===== src/rtl/sine_pkg.sv =====
// Shared types and constants for the sine sample sequencer.
// Holds FSM encodings, quadrant codes and default widths.
package sine_pkg;

  localparam int DEF_PHASE_W = 16;
  localparam int DEF_ADDR_W  = 5;
  localparam int DEF_DATA_W  = 8;
  localparam int DEF_LEN_W   = 16;

  typedef enum logic [1:0] {
    IDLE = 2'd0,
    RUN  = 2'd1,
    LAST = 2'd2
  } state_t;

  // Quadrant = top two phase bits.
  localparam logic [1:0] Q_RISE  = 2'd0;
  localparam logic [1:0] Q_FALL  = 2'd1;
  localparam logic [1:0] Q_NRISE = 2'd2;
  localparam logic [1:0] Q_NFALL = 2'd3;

endpackage


===== src/rtl/sine_seq_ctrl.sv =====
// Phase-accumulator sequencer turning a quarter-wave LUT into a signed
// full-period sample stream.
// Ports: clk, rst (sync, active-high); start/stop pulses; cfg_inc,
// cfg_phase0, cfg_len run config; lut_addr/lut_data to the external LUT;
// out_data/out_valid/out_ready sample handshake; busy, done status.
module sine_seq_ctrl
  import sine_pkg::*;
#(
  parameter int PHASE_W = DEF_PHASE_W,
  parameter int ADDR_W  = DEF_ADDR_W,
  parameter int DATA_W  = DEF_DATA_W,
  parameter int LEN_W   = DEF_LEN_W
) (
  input  logic               clk,
  input  logic               rst,
  input  logic               start,
  input  logic               stop,
  input  logic [PHASE_W-1:0] cfg_inc,
  input  logic [PHASE_W-1:0] cfg_phase0,
  input  logic [LEN_W-1:0]   cfg_len,
  output logic [ADDR_W-1:0]  lut_addr,
  input  logic [DATA_W-1:0]  lut_data,
  output logic [DATA_W:0]    out_data,
  output logic               out_valid,
  input  logic               out_ready,
  output logic               busy,
  output logic               done
);

  state_t state, state_nx;

  logic [PHASE_W-1:0] phase, phase_nx;
  logic [PHASE_W-1:0] inc, inc_nx;
  logic [LEN_W-1:0]   len, len_nx;
  logic [LEN_W-1:0]   count, count_nx;
  logic [DATA_W:0]    out_data_nx;
  logic               out_valid_nx;
  logic               done_nx;

  logic [1:0]        q;
  logic [ADDR_W-1:0] idx;
  logic [DATA_W:0]   mag;
  logic [DATA_W:0]   sample;
  logic              issue;
  logic              accept;

  assign q   = phase[PHASE_W-1 -: 2];
  assign idx = phase[PHASE_W-3 -: ADDR_W];

  // Falling quadrants read the quarter-wave table backwards.
  always_comb begin
    lut_addr = idx;
    unique case (q)
      Q_RISE:  lut_addr = idx;
      Q_FALL:  lut_addr = ~idx;
      Q_NRISE: lut_addr = idx;
      Q_NFALL: lut_addr = ~idx;
      default: lut_addr = idx;
    endcase
  end

  // Zero-extended magnitude keeps the negation in range.
  assign mag    = {1'b0, lut_data};
  assign sample = q[1] ? -mag : mag;

  assign issue  = !out_valid || out_ready;
  assign accept = out_valid && out_ready;
  assign busy   = (state != IDLE);

  always_ff @(posedge clk) begin
    if (rst) begin
      state     <= IDLE;
      phase     <= '0;
      inc       <= '0;
      len       <= '0;
      count     <= '0;
      out_data  <= '0;
      out_valid <= 1'b0;
      done      <= 1'b0;
    end else begin
      state     <= state_nx;
      phase     <= phase_nx;
      inc       <= inc_nx;
      len       <= len_nx;
      count     <= count_nx;
      out_data  <= out_data_nx;
      out_valid <= out_valid_nx;
      done      <= done_nx;
    end
  end

  always_comb begin
    state_nx     = state;
    phase_nx     = phase;
    inc_nx       = inc;
    len_nx       = len;
    count_nx     = count;
    out_data_nx  = out_data;
    out_valid_nx = out_valid;
    done_nx      = 1'b0;
    unique case (state)
      IDLE: begin
        if (start) begin
          phase_nx = cfg_phase0;
          inc_nx   = cfg_inc;
          len_nx   = cfg_len;
          count_nx = '0;
          state_nx = RUN;
        end
      end
      RUN: begin
        if (stop) begin
          // A pending unaccepted sample is still drained via LAST.
          if (out_valid && !out_ready) begin
            state_nx = LAST;
          end else begin
            out_valid_nx = 1'b0;
            done_nx      = 1'b1;
            state_nx     = IDLE;
          end
        end else if (issue) begin
          out_data_nx  = sample;
          out_valid_nx = 1'b1;
          phase_nx     = phase + inc;
          count_nx     = count + LEN_W'(1);
          // len == 0 runs until stop; count may wrap freely then.
          if (len != '0 && count_nx == len) begin
            state_nx = LAST;
          end
        end
      end
      LAST: begin
        if (accept) begin
          out_valid_nx = 1'b0;
          done_nx      = 1'b1;
          state_nx     = IDLE;
        end
      end
      default: state_nx = IDLE;
    endcase
  end

endmodule


===== config.mk =====
export PLATFORM = sky130hd
export DESIGN_NAME = sine_seq_ctrl
export DESIGN_NICKNAME = d
export VERILOG_FILES = /design/src/rtl/sine_pkg.sv /design/src/rtl/sine_seq_ctrl.sv
export SDC_FILE = /design/constraint.sdc
export NUM_CORES = 1
export LEC_CHECK = 0
export ABC_CLOCK_PERIOD_IN_PS = 6300
export CORE_ASPECT_RATIO = 0.7
export CORE_MARGIN = 1
export CORE_UTILIZATION = 40
export CTS_CLUSTER_DIAMETER = 30
export DETAILED_ROUTE_END_ITERATION = 16
export PLACE_DENSITY = 0.72
export SYNTH_ARGS = -nofsm -noshare
export SYNTH_HDL_FRONTEND = slang
export SYNTH_SLANG_ARGS = --single-unit

===== constraint.sdc =====
create_clock -name clk -period 6.3 [get_ports clk]
set_input_delay 1.26 -clock clk [delete_from_list [all_inputs] [get_ports clk]]
set_output_delay 1.26 -clock clk [all_outputs]
set_load 0.03 [all_outputs]

[Word level (Yosys, flattened, before mapping)]
Index checks and enable logic that the tools add are counted.
Storage, ports and cells
  register bits: 77
  input bits: 61
Operators by class
  bitwise gates (word level): 2
  equality and inequality tests: 13
  add/sub/neg operators: 3
  reductions and logical operators: 19
  multiplexer cells: 26
Operators by type and width (count)
  2-to-1 mux 16 bit: 6
  case mux 16 bit (2 select lines): 2
  adder 16 x 1 -> 16 bit, second input constant: 1
  adder 16 bit: 1
  equality test 16 bit: 1
  nonzero test 16 bit: 1
  2-to-1 mux 2 bit: 6
  AND reduction 4 bit: 3
  case mux 5 bit (2 select lines): 1
  2-to-1 mux 9 bit: 1
  != test 3 bit, second input constant: 3
  negation 8 -> 9 bit: 1
  != test 2 bit, second input constant: 4
  2-to-1 mux 1 bit: 7
  equality test 2 bit, second input constant: 3
  case mux 2 bit (3 select lines): 1
  nonzero test 2 bit: 3
  inverter 5 bit: 1
  equality test 2 x 1 -> 1 bit, second input constant: 2
  zero test 2 bit: 2
  case mux 1 bit (2 select lines): 2
  OR reduction 2 bit: 2
  logical AND 1 bit: 3
  AND reduction 3 bit: 1
  4 further kinds: 5

[Longest topological paths before layout]
  depth in word-level cells: 7
  depth in mapped cells: 12

[Worst setup path before layout]
No wires, ideal clock.
  path kind: input -> register
  from: in stop
  to: reg count[3]
  data required time: 6.172 ns
  stages: 9
  setup slack: 3.406 ns
  arrival time: 2.766 ns
  path buffers: 2
  path through: nand2b_1 > nor2_1 > nand2_1 > clkbuf_1 > o21ai_1 > buf_2 > o21ai_0 > a21oi_1 > nor2_1
Between the ends
  longest elaborated chain between the ends: 2
Ends and longest elaborated chain
  start, declared: line sine_seq_ctrl.sv:17  | input logic stop,
  != test 2 bit (no line)
  AND reduction 4 bit (no line)
  end signal, assigned: line sine_seq_ctrl.sv:85  | count <= count_nx;
  end, declared: line sine_seq_ctrl.sv:35  | logic [LEN_W-1:0] count, count_nx;
No other way between the ends.
A chain may end at the register's enable or synchronous reset.

[Final worst setup path]
  from: in out_ready
  to: reg phase[12]
Between the ends
  longest elaborated chain between the ends: 3
Ends and longest elaborated chain
  start, declared: line sine_seq_ctrl.sv:25  | input logic out_ready,
  logical OR 1 bit: line sine_seq_ctrl.sv:66  | assign issue = !out_valid || out_ready;
  != test 2 bit (no line)
  AND reduction 4 bit (no line)
  end signal, assigned: line sine_seq_ctrl.sv:82  | phase <= phase_nx;
  end, declared: line sine_seq_ctrl.sv:32  | logic [PHASE_W-1:0] phase, phase_nx;
No other way between the ends.

==> impl_results.md <==
* Status: finished, final reports clean
* Core Footprint at 0.0106 mm2
* Hold_buf cts at 0
* Max_cap viols at 0
* Post-synthesis compound-gate area fraction at 0.215
* Gr ovfl total at 0
* Syn nets at 648
* Leakage Power at 0.00218 uW
* Ranking of synthesized cells by area: dfxtp_1 (35%), nand2_1 (7.6%), a21oi_1 (7.1%)
* EDFF count, synth at 0
* Vias per inst at 5.43
* Die Area at 0.0115 mm2
* Post-Synth Adder-Cell Area at 0.0610
* Clock Path Buffers at 2
* Cell taking the most area after synthesis: dfxtp_1
* H-tree depth at 3
* Area growth from synthesis to layout at 27.3%
* Most instantiated cells after synthesis: nand2_1 (90), dfxtp_1 (77), a21oi_1 (63), nor2_1 (58), clkbuf_1 (27)
* CP startpoint kind: primary input
* Tcrit/Tclk final at 0.622
* Total wire length at 11300 um
* Multiplexer area fraction after synthesis at 0.0226
* Yosys cell types at 56
* Cells after synthesis at 566
* GR Layer Usage met3 at 0.0595
* Via count at 4231
* Reg2reg path depth at 10
* Yosys warns at 0
* Post-Synth Simple-Gate Area at 0.228
* Register area share after synthesis at 0.348
* CP Class: in -> reg
* First-pass iteration count of the detailed router at 4
* Async SR Flop Fraction at 0
* Vias in the first global route at 3948
* CTS resizes at 0
* RSZ-0062 raised after global routing: false
* Flop2flop setup slack at 3.08 ns
* PD cells at 344 mW/mm2
* Drt first-iter violations at 175
* GR Util met1 at 0.275
* Main synth FF type: dfxtp_1
* Largest family of logic cells by synthesized area: simple AND/OR/NAND/NOR gates
* CTS tree: done
* Fin. Hold Viols at 0
* CTS Root Cell: clkbuf_16
* Post-Syn Area at 0.00443 mm2
* IO buf count at 77
* Setup bufs post-CTS at 0
* Final Cell Area at 0.00564 mm2
* Data required, critical path at 6.54 ns
* CP startpoint: out_ready
* Hold Path Class: reg -> reg
* ANT cells at 0
* DP Area at 0.00530 mm2
* Max-slew violations at 0
* Most frequent cell after synthesis: nand2_1
* Global-route wire length before repair at 18700 um
* Setup TNS at 0 ns
* Final setup vio count at 0
* #FFs+latches synth at 77
* Initial antenna violation count at 0
* Fin Hold WS at 0.460 ns
* WP data arrival at 4.16 ns
* Antenna viol nets, final at 0
* Max Fanout on Critical Path at 29
* Chip Height at 90.0 um
* Most used routing layer: met2
* Crit end category: flip-flop
* GRT Overall Usage at 0.203
* CTS sink count at 77
* Clk pin slew, worst setup/hold paths at 0.06 ns
* Slew HR at 0.403
* Largest net degree at the start of global routing at 80
* Share of cells above drive strength 1 at 0.0507
* Row cnt at 31
* Worst Clk Skew at 0.00499 ns
* Worst-margin pin slew at 0.893 ns
* Synth Area per Inst at 7.82 um2
* Final Wtd Congestion at 0.864
* Met2 GRT Util at 0.305
* Total CTS buffers at 9
* DRC Markers at 0
* Fin crit period at 3.92 ns
* Max Clock Freq at 255 MHz
* Post-synthesis xor/xnor area fraction at 0.0851
* Reg2reg start: state[1]
* Worst flop-to-flop path endpoint: phase[12]
* Post-synth top area share at 0.348
* Clk_lat worst skew at 0.34 ns
* Final HPWL DP at 8000 um
* Final net count at 710
* Die width at 128 um
* Routed wire per std cell at 14.5 um
* Peak supply drop at 134 uV
* Worst setup path endpoint: phase[12]
* Initial Util at 0.420
* Boundary Pins at 78
worst max-delay path, cell delays in order:
cell and delay (ns):
clkdlybuf4s50_1 0.47, nor2b_1 0.27, nor2_1 0.11, nand2_1 0.67, inv_1 0.28, a21oi_1 0.73
a21oi_1 0.08, a211oi_1 0.29
cell families (layout without fill, tap and decap cells):
| family | Yosys count | count (layout) |
|---|---|---|
| xor gates and xnor gates | 43 | 43 |
| muxes | 10 | 10 |
| AOI/OAI and AO/OA | 154 | 154 |
| adders and majority gates | 21 | 21 |
| buffers and inverters | 46 | 111 |
| DFF | 77 | 77 |
| and+or+nand+nor | 215 | 215 |
cells in the final DEF (no fill, tap or decap), drive strengths merged, types with 8 or more instances in the layout:
master	count
inv	14
xor2	23
nor2	58
nor4	8
a211oi	24
ha	20
xnor2	20
nand2	90
a22oi	9
nand3	8
nor3	14
a21oi	63
clkbuf	10
clkdlybuf4s50	76
mux2i	10
dfxtp	77
o21ai	25
report_power, final:
part | switching [uW] | leakage (uW) | internal (uW)
clock network | 206 | 0.000161 | 393
registers | 68.5 | 0.000630 | 563
logic | 408 | 0.00139 | 300
total | 683 | 0.00218 | 1260
cell type report:
type | count | area (um2)
Fill cell | 993 | 4910
Multi-Input combinational cell | 443 | 2710
Sequential cell | 77 | 1540
Timing Repair Buffer | 83 | 811
Clock buffer | 10 | 239
Tap cell | 148 | 185
Clock inverter | 4 | 97.6
Inverter | 14 | 52.6
stage by stage:
stage | cells | total power [uW] | utilization | worst slack [ns]
6_report | 779 | 1940 | 0.534 | 2.38
4_1_cts | 779 | 1950 | 0.534 | 2.42
5_1_grt | 779 | 2060 | 0.534 | 2.12
2_1_floorplan | 566 | 1120 | - | 3.41
3_3_place_gp | 765 | 1320 | 0.502 | 2.28
3_5_place_dp | 765 | 1350 | 0.502 | 2.09
sequential cells by signal, indices dropped and copies added, names as in the netlist:
signal,count
out_valid,1
len,16
state,2
out_data,9
phase,16
count,16
done,1
inc,16
routing by layer:
| metal | vias up | part of all wire |
|---|---|---|
| li1 | 2117 | - |
| met1 | 1974 | 0.49 |
| met2 | 119 | 0.43 |
| met3 | 21 | 0.057 |
| met4 | 0 | 0.016 |
| met5 | - | 0 |
worst min-delay path by stage:
stage / start / to / slack (ns) / cells past startpoint
2_1_floorplan: phase[7] / phase[7] / 0.44 / 2
3_3_place_gp: inc[0] / inc[0] / 0.45 / 2
3_5_place_dp: inc[10] / inc[10] / 0.45 / 2
4_1_cts: inc[10] / inc[10] / 0.46 / 2
5_1_grt: inc[8] / inc[8] / 0.49 / 2
6_report: inc[8] / inc[8] / 0.46 / 2
No activity file was read; power rests on OpenSTA's default activity.
